[src/rtl/uart_tx_arbiter.sv]
// Round-robin, packet-granular arbiter that shares one UART byte
// transmitter between several requesters, with an idle gap and length cap.
module uart_tx_arbiter #(
  parameter int NUM_REQ    = 4,
  parameter int GAP_CYCLES = 234,
  parameter int MAX_BYTES  = 64
) (
  input  logic                 clk_i,
  input  logic                 reset_i,
  input  logic [NUM_REQ-1:0]   req_valid_i,
  input  logic [8*NUM_REQ-1:0] req_data_i,
  input  logic [NUM_REQ-1:0]   req_last_i,
  output logic [NUM_REQ-1:0]   req_ready_o,
  output logic [7:0]           tx_data_o,
  output logic                 tx_valid_o,
  input  logic                 tx_ready_i,
  output logic [NUM_REQ-1:0]   grant_o,
  output logic                 busy_o,
  output logic                 trunc_o
);

  localparam int IW = $clog2(NUM_REQ);
  localparam int GW = (GAP_CYCLES > 1) ? $clog2(GAP_CYCLES) : 1;
  localparam logic [GW-1:0] GAP_LAST =
    GW'((GAP_CYCLES > 0) ? GAP_CYCLES - 1 : 0);
  localparam logic [7:0] MAX_CNT = 8'(MAX_BYTES);
  localparam logic [IW-1:0] LAST_RST = IW'(NUM_REQ - 1);

  typedef enum logic [1:0] {
    IDLE,
    XFER,
    GAP
  } state_t;

  state_t               state_q, state_d;
  logic [IW-1:0]        last_idx_q, last_idx_d;
  logic [NUM_REQ-1:0]   grant_q, grant_d;
  logic [7:0]           byte_cnt_q, byte_cnt_d;
  logic [GW-1:0]        gap_cnt_q, gap_cnt_d;
  logic                 trunc_q, trunc_d;

  logic [IW-1:0]        winner;
  logic                 xfer;
  logic [7:0]           cnt_inc;

  // Nearest requester after last_idx wins: scan farthest first, nearest overwrites
  always_comb begin
    int idx;
    winner = last_idx_q;
    for (int i = NUM_REQ; i >= 1; i--) begin
      idx = int'(last_idx_q) + i;
      if (idx >= NUM_REQ) idx = idx - NUM_REQ;
      if (req_valid_i[IW'(idx)]) winner = IW'(idx);
    end
  end

  // Datapath mux from the granted requester; quiet outside XFER
  always_comb begin
    tx_valid_o  = 1'b0;
    tx_data_o   = 8'h00;
    req_ready_o = '0;
    if (state_q == XFER) begin
      tx_valid_o              = req_valid_i[last_idx_q];
      tx_data_o               = req_data_i[{last_idx_q, 3'b000} +: 8];
      req_ready_o[last_idx_q] = tx_ready_i;
    end
  end

  assign xfer    = tx_valid_o & tx_ready_i;
  assign cnt_inc = byte_cnt_q + 8'd1;

  // Next-state: arbitration, byte counting, release and gap timing
  always_comb begin
    state_d    = state_q;
    last_idx_d = last_idx_q;
    grant_d    = grant_q;
    byte_cnt_d = byte_cnt_q;
    gap_cnt_d  = gap_cnt_q;
    trunc_d    = 1'b0;
    case (state_q)
      IDLE: begin
        if (|req_valid_i) begin
          state_d    = XFER;
          last_idx_d = winner;
          grant_d    = NUM_REQ'(1) << winner;
          byte_cnt_d = 8'd0;
        end
      end
      XFER: begin
        if (xfer) begin
          byte_cnt_d = cnt_inc;
          if (req_last_i[last_idx_q] || cnt_inc == MAX_CNT) begin
            trunc_d   = ~req_last_i[last_idx_q];
            grant_d   = '0;
            gap_cnt_d = '0;
            state_d   = (GAP_CYCLES == 0) ? IDLE : GAP;
          end
        end
      end
      GAP: begin
        gap_cnt_d = gap_cnt_q + GW'(1);
        if (gap_cnt_q == GAP_LAST) state_d = IDLE;
      end
      default: begin
        state_d = IDLE;
        grant_d = '0;
      end
    endcase
  end

  // State registers with synchronous reset
  always_ff @(posedge clk_i) begin
    if (reset_i) begin
      state_q    <= IDLE;
      last_idx_q <= LAST_RST;
      grant_q    <= '0;
      byte_cnt_q <= 8'd0;
      gap_cnt_q  <= '0;
      trunc_q    <= 1'b0;
    end else begin
      state_q    <= state_d;
      last_idx_q <= last_idx_d;
      grant_q    <= grant_d;
      byte_cnt_q <= byte_cnt_d;
      gap_cnt_q  <= gap_cnt_d;
      trunc_q    <= trunc_d;
    end
  end

  assign grant_o = grant_q;
  assign busy_o  = (state_q != IDLE);
  assign trunc_o = trunc_q;

endmodule

[config.mk]
export PLATFORM = sky130hd
export DESIGN_NAME = uart_tx_arbiter
export DESIGN_NICKNAME = d
export VERILOG_FILES = /design/src/rtl/uart_tx_arbiter.sv
export SDC_FILE = /design/constraint.sdc
export NUM_CORES = 1
export LEC_CHECK = 0
export CORE_UTILIZATION = 51
export CTS_CLUSTER_SIZE = 16
export DETAILED_ROUTE_END_ITERATION = 8
export HOLD_SLACK_MARGIN = 0.06
export PLACE_DENSITY = 0.86
export SLEW_MARGIN = 10
export SYNTH_ARGS = -nofsm -noshare
export SYNTH_HDL_FRONTEND = slang
export SYNTH_SLANG_ARGS = --single-unit
[constraint.sdc]
create_clock -name clk_i -period 8 [get_ports clk_i]
set_clock_uncertainty 0.2 [all_clocks]
set_input_delay 1.6 -clock clk_i [delete_from_list [all_inputs] [get_ports clk_i]]
set_output_delay 1.6 -clock clk_i [all_outputs]
set_load 0.05 [all_outputs]
### Word level (Yosys, flattened, before mapping)

Index checks and enable logic that the tools add are counted.

| word-level totals | value |
|---|---|
| register bits | 25 |
| bits of input ports | 43 |
| output and inout bits | 19 |
| word-level logic and storage cells | 100 |

| cells by class | value |
|---|---|
| add/subtract/negate cells | 10 |
| order comparisons | 10 |
| equality and inequality tests | 8 |
| shift-type cells | 2 |
| multiplexer cells | 44 |
| bitwise logic cells | 7 |
| reduce and logical (&&, ||, !) cells | 13 |

Operators with widths:

| cell | count |
|---|---|
| two-way mux 8 bit | 5 |
| case mux 8 bit (2 select lines) | 2 |
| variable part select 32 x 6 -> 8 bit | 1 |
| two-way mux 2 bit | 12 |
| adder 8 x 1 -> 8 bit (second input constant) | 2 |
| < comparator 2 x 4 -> 1 bit (second input constant) | 4 |
| two-way mux 4 bit | 4 |
| binary-select mux 1 bit (select 2 bit) | 6 |
| two-way mux 1 bit | 12 |
| case mux 4 bit (3 select lines) | 1 |
| >= comparator 3 bit (second input constant) | 3 |
| equality test 8 x 7 -> 1 bit (second input constant) | 1 |
| equality test 8 bit (second input constant) | 1 |
| AND reduction 4 bit | 2 |
| OR reduction 4 bit | 2 |
| subtractor 2 x 1 -> 2 bit (second input constant) | 4 |
| adder 2 x 2 -> 3 bit (second input constant) | 2 |
| != test 2 bit (second input constant) | 3 |
| case mux 2 bit (3 select lines) | 1 |
| AND reduction 3 bit | 2 |
| nonzero test 2 bit | 3 |
| NOT 1 bit | 5 |
| adder 2 x 3 -> 4 bit (second input constant) | 1 |
| bitwise AND 4 bit | 1 |
| 14 further kinds | 14 |

### Longest topological paths before layout

| logic depth | value |
|---|---|
| depth after elaboration | 13 |
| depth in mapped cells | 10 |
| mapped depth without buffers | 7 |

### Least setup slack after synthesis

No wires, ideal clock.

| timing path | value |
|---|---|
| kind | input-to-output |
| start | in req_valid_i[2] |
| end | out tx_valid_o |
| arrival time | 2.578 ns |
| required time | 6.200 ns |
| setup slack | 3.622 ns |
| stages | 3 |
| buffers on the path | 1 |
| cell sequence | clkbuf_2 mux4_2 and2_1 |

| between the ends | value |
|---|---|
| word-level cells in the longest chain between the ends | 3 |

Ends and longest elaborated chain:

| what | RTL line | RTL |
|---|---|---|
| start, declared | 10 | `input logic [NUM_REQ-1:0] req_valid_i,` |
| binary-select mux 1 bit (select 2 bit) | 63 | `tx_valid_o = req_valid_i[last_idx_q];` |
| two-way mux 1 bit (implied by the code) | 63 |  |
| two-way mux 1 bit | 62 | `if (state_q == XFER) begin` |
| end, declared | 15 | `output logic tx_valid_o,` |

Every way passes these cells. The select of a mux whose other input is x is not followed.

### Final worst setup path

| timing path | value |
|---|---|
| start | in req_valid_i[3] |
| end | out tx_valid_o |

The elaborated chain is that of the path after synthesis.

==> flow_metrics.tcl <==
set metrics [dict create \
    status "completed" \
    grt_usage_pct 25.1 \
    final_common_cell "clkdlybuf4s50_1" \
    io_pins 62 \
    multi_input_area_mm2 0.00146 \
    first_iter_violations 150 \
    clkLatencyLatePin_ns 0.28 \
    start_kind "input port" \
    ys_seq_elements 25 \
    hp-class "flip-flop to flip-flop" \
    r2r_start "last_idx_q[1]$_SDFFE_PP1P_" \
    seq_area_frac_synth_pct 24.3 \
    hpwl_mm 3.83 \
    fmax_mhz 183 \
    num_rows 22 \
    crit_required_ns 6.20 \
    wl_mm 4.96 \
    gp_congestion 0.818 \
    yosys_warnings 0 \
    layout-drive-gt1-share_pct 9.28 \
    drv_slew 0 \
    antenna_found_initial 0 \
    cp-end-kind "output pin" \
    cts_buffers 3 \
    synthArstFlopShare_pct 0 \
    yosys.area.top_type "dfxtp_1" \
    routed_wire_length_per_instance_um 14.6 \
    synthToLayoutAreaGrowth_pct 31.9 \
    clockRootBuffer "clkbuf_8" \
    ys_types 55 \
    hold_buffers 0 \
    nFillCells 289 \
    fin_ws_ns 2.55 \
    yosysTopAreaCellShare_pct 24.3 \
    power_density_mw_per_mm2 180 \
    dieHeight_um 65.6 \
    drc 0 \
    die_w_um 65.6 \
    fin_setup_tns_ns 0 \
    grt_max_degree 29 \
    num_vias 2010 \
    drv_cap 0 \
    fin_crit_sh_pct 68.2 \
    whs_ns 0.278 \
    start_util_pct 54.6 \
    rsz0062_at_grt "no" \
    die_area_mm2 0.00430 \
    crit_type "input port to output pin" \
    h-tree-depth 1 \
    place_ws_ns 2.56 \
    tightest_slew_ns 1.10 \
    avgViaCountPerCell 5.93 \
    cts.sinks 25 \
    cts_tree "built" \
    clkSlewWorstSetupHoldPaths_ns 0.08 \
    syn-cell-area_mm2 0.00206 \
    syn-num-nets 291 \
    synth_flop_cell "dfxtp_1" \
    final_cell_mix "61 x clkdlybuf4s50_1, 25 x dfxtp_1, 16 x o21ai_0, 15 x a21oi_1, 13 x nor2_1" \
    worst_hold_path.num_cells 2 \
    cp_max_fo 11 \
    ir_worst_vdd_mv 0.122 \
    coreArea_mm2 0.00377 \
    grt_pass1_wl_mm 8.28 \
    r2r_end "grant_o[0]$_SDFFE_PP0P_" \
    final-setup-viol-count 0 \
    leakagePower_nw 0.993 \
    synth_area_leaders "dfxtp_1 24%, mux4_2 11%, ha_1 4.9%" \
    r2r_setup_slack_ns 5.11 \
    maxSlewHeadroom_pct 26.8 \
    nNetsFinal 343 \
    hold_path_startpoint "grant_o[1]$_SDFFE_PP0P_" \
    cts_resized 0 \
    cts_setup_buffers 0 \
    drtPass1Iterations 4 \
    numPortBuffers 61 \
    syn-instance-count 240 \
    ant_nets 0 \
    grt-ovfl-total 0 \
    whs_endpoint "grant_o[1]$_SDFFE_PP0P_" \
    cp_data_arrival_time_ns 3.65 \
    min_period_ns 5.45 \
    fin_util_pct 72.1 \
    synth_edf_count 0 \
    grt_pass1_vias 1858 \
    diodes 0 \
    finalHoldViolCount 0 \
    clockBufferDepth 2 \
    r2r_cells 7 \
    ff_latch_area_um2 500 \
    power_mw 0.488 \
    synth.avg_cell_area_um2 8.59 \
]
[layer usage]
layer	track usage, %	wire length, um	vias to the layer above
li1	-	-	999
met1	28.8	2070	946
met2	45.6	2550	60
met3	5.90	288	5
met4	7.34	56	0
met5	0	0	-
[synthesized netlist by cell type, types with 4 or more instances]
cell / number
clkbuf_1: 11
mux4_2: 10
and2_1: 11
and3_1: 7
o21ai_0: 16
nand4_1: 4
a211o_1: 4
inv_1: 10
nand3_1: 7
nor3_1: 4
nor2_1: 13
nand2_1: 12
mux2i_1: 6
a21oi_1: 15
o211ai_1: 5
ha_1: 8
nand2b_1: 9
nand3b_1: 4
dfxtp_1: 25
or3_1: 7
[kinds of logic (layout without fill, tap and decap cells)]
logic type | Yosys count | count (layout) | synth area share, %
AND/OR/NAND/NOR | 94 | 94 | 26.7
AO/OA/AOI/OAI | 65 | 65 | 22.0
flip-flops | 25 | 25 | 24.3
buffers and inverters | 25 | 76 | 5.10
multiplexers | 18 | 18 | 14.9
adder cells (fa/ha/maj) | 8 | 8 | 4.86
XOR/XNOR | 5 | 5 | 2.13
[registers in the layout, summed over array words and instances, names as in the netlist]
name	count
byte_cnt_q	8
gap_cnt_q	8
grant_o	4
last_idx_q	2
state_q	2
trunc_o	1
[worst max-delay path by stage]
stage                               from    endpoint  slack [ns]
final                     req_valid_i[3]  tx_valid_o        2.55
after detailed placement  req_valid_i[3]  tx_valid_o        2.56
after global placement    req_valid_i[3]  tx_valid_o        2.60
after global routing      req_valid_i[3]  tx_valid_o        2.52
after floorplan           req_valid_i[2]  tx_valid_o        3.62
after CTS                 req_valid_i[3]  tx_valid_o        2.56
[power breakdown]
part	switching (mW)	internal, mW
clock network	0.0416	0.0349
logic	0.146	0.119
registers	0.0134	0.133
total	0.201	0.286
[critical path: stages]
cell and delay [ns]:
clkdlybuf4s50_1 0.57, mux4_2 0.58, and2_1 0.18, clkdlybuf4s50_1 0.72
[metrics by stage]
step	std cells	area, um2
floorplan	240	2060
global placement	335	2670
detailed placement	335	2670
CTS	339	2720
global route	339	2720
finish	339	2720
[cell type report]
class	instances	area share [%]
Clock buffer	3	1.52
Sequential cell	25	18.4
Multi-Input combinational cell	190	53.5
Timing Repair Buffer	62	22.7
Tap cell	48	2.21
Inverter	10	1.38
Clock inverter	1	0.184
(Power assumes the default switching activity.)
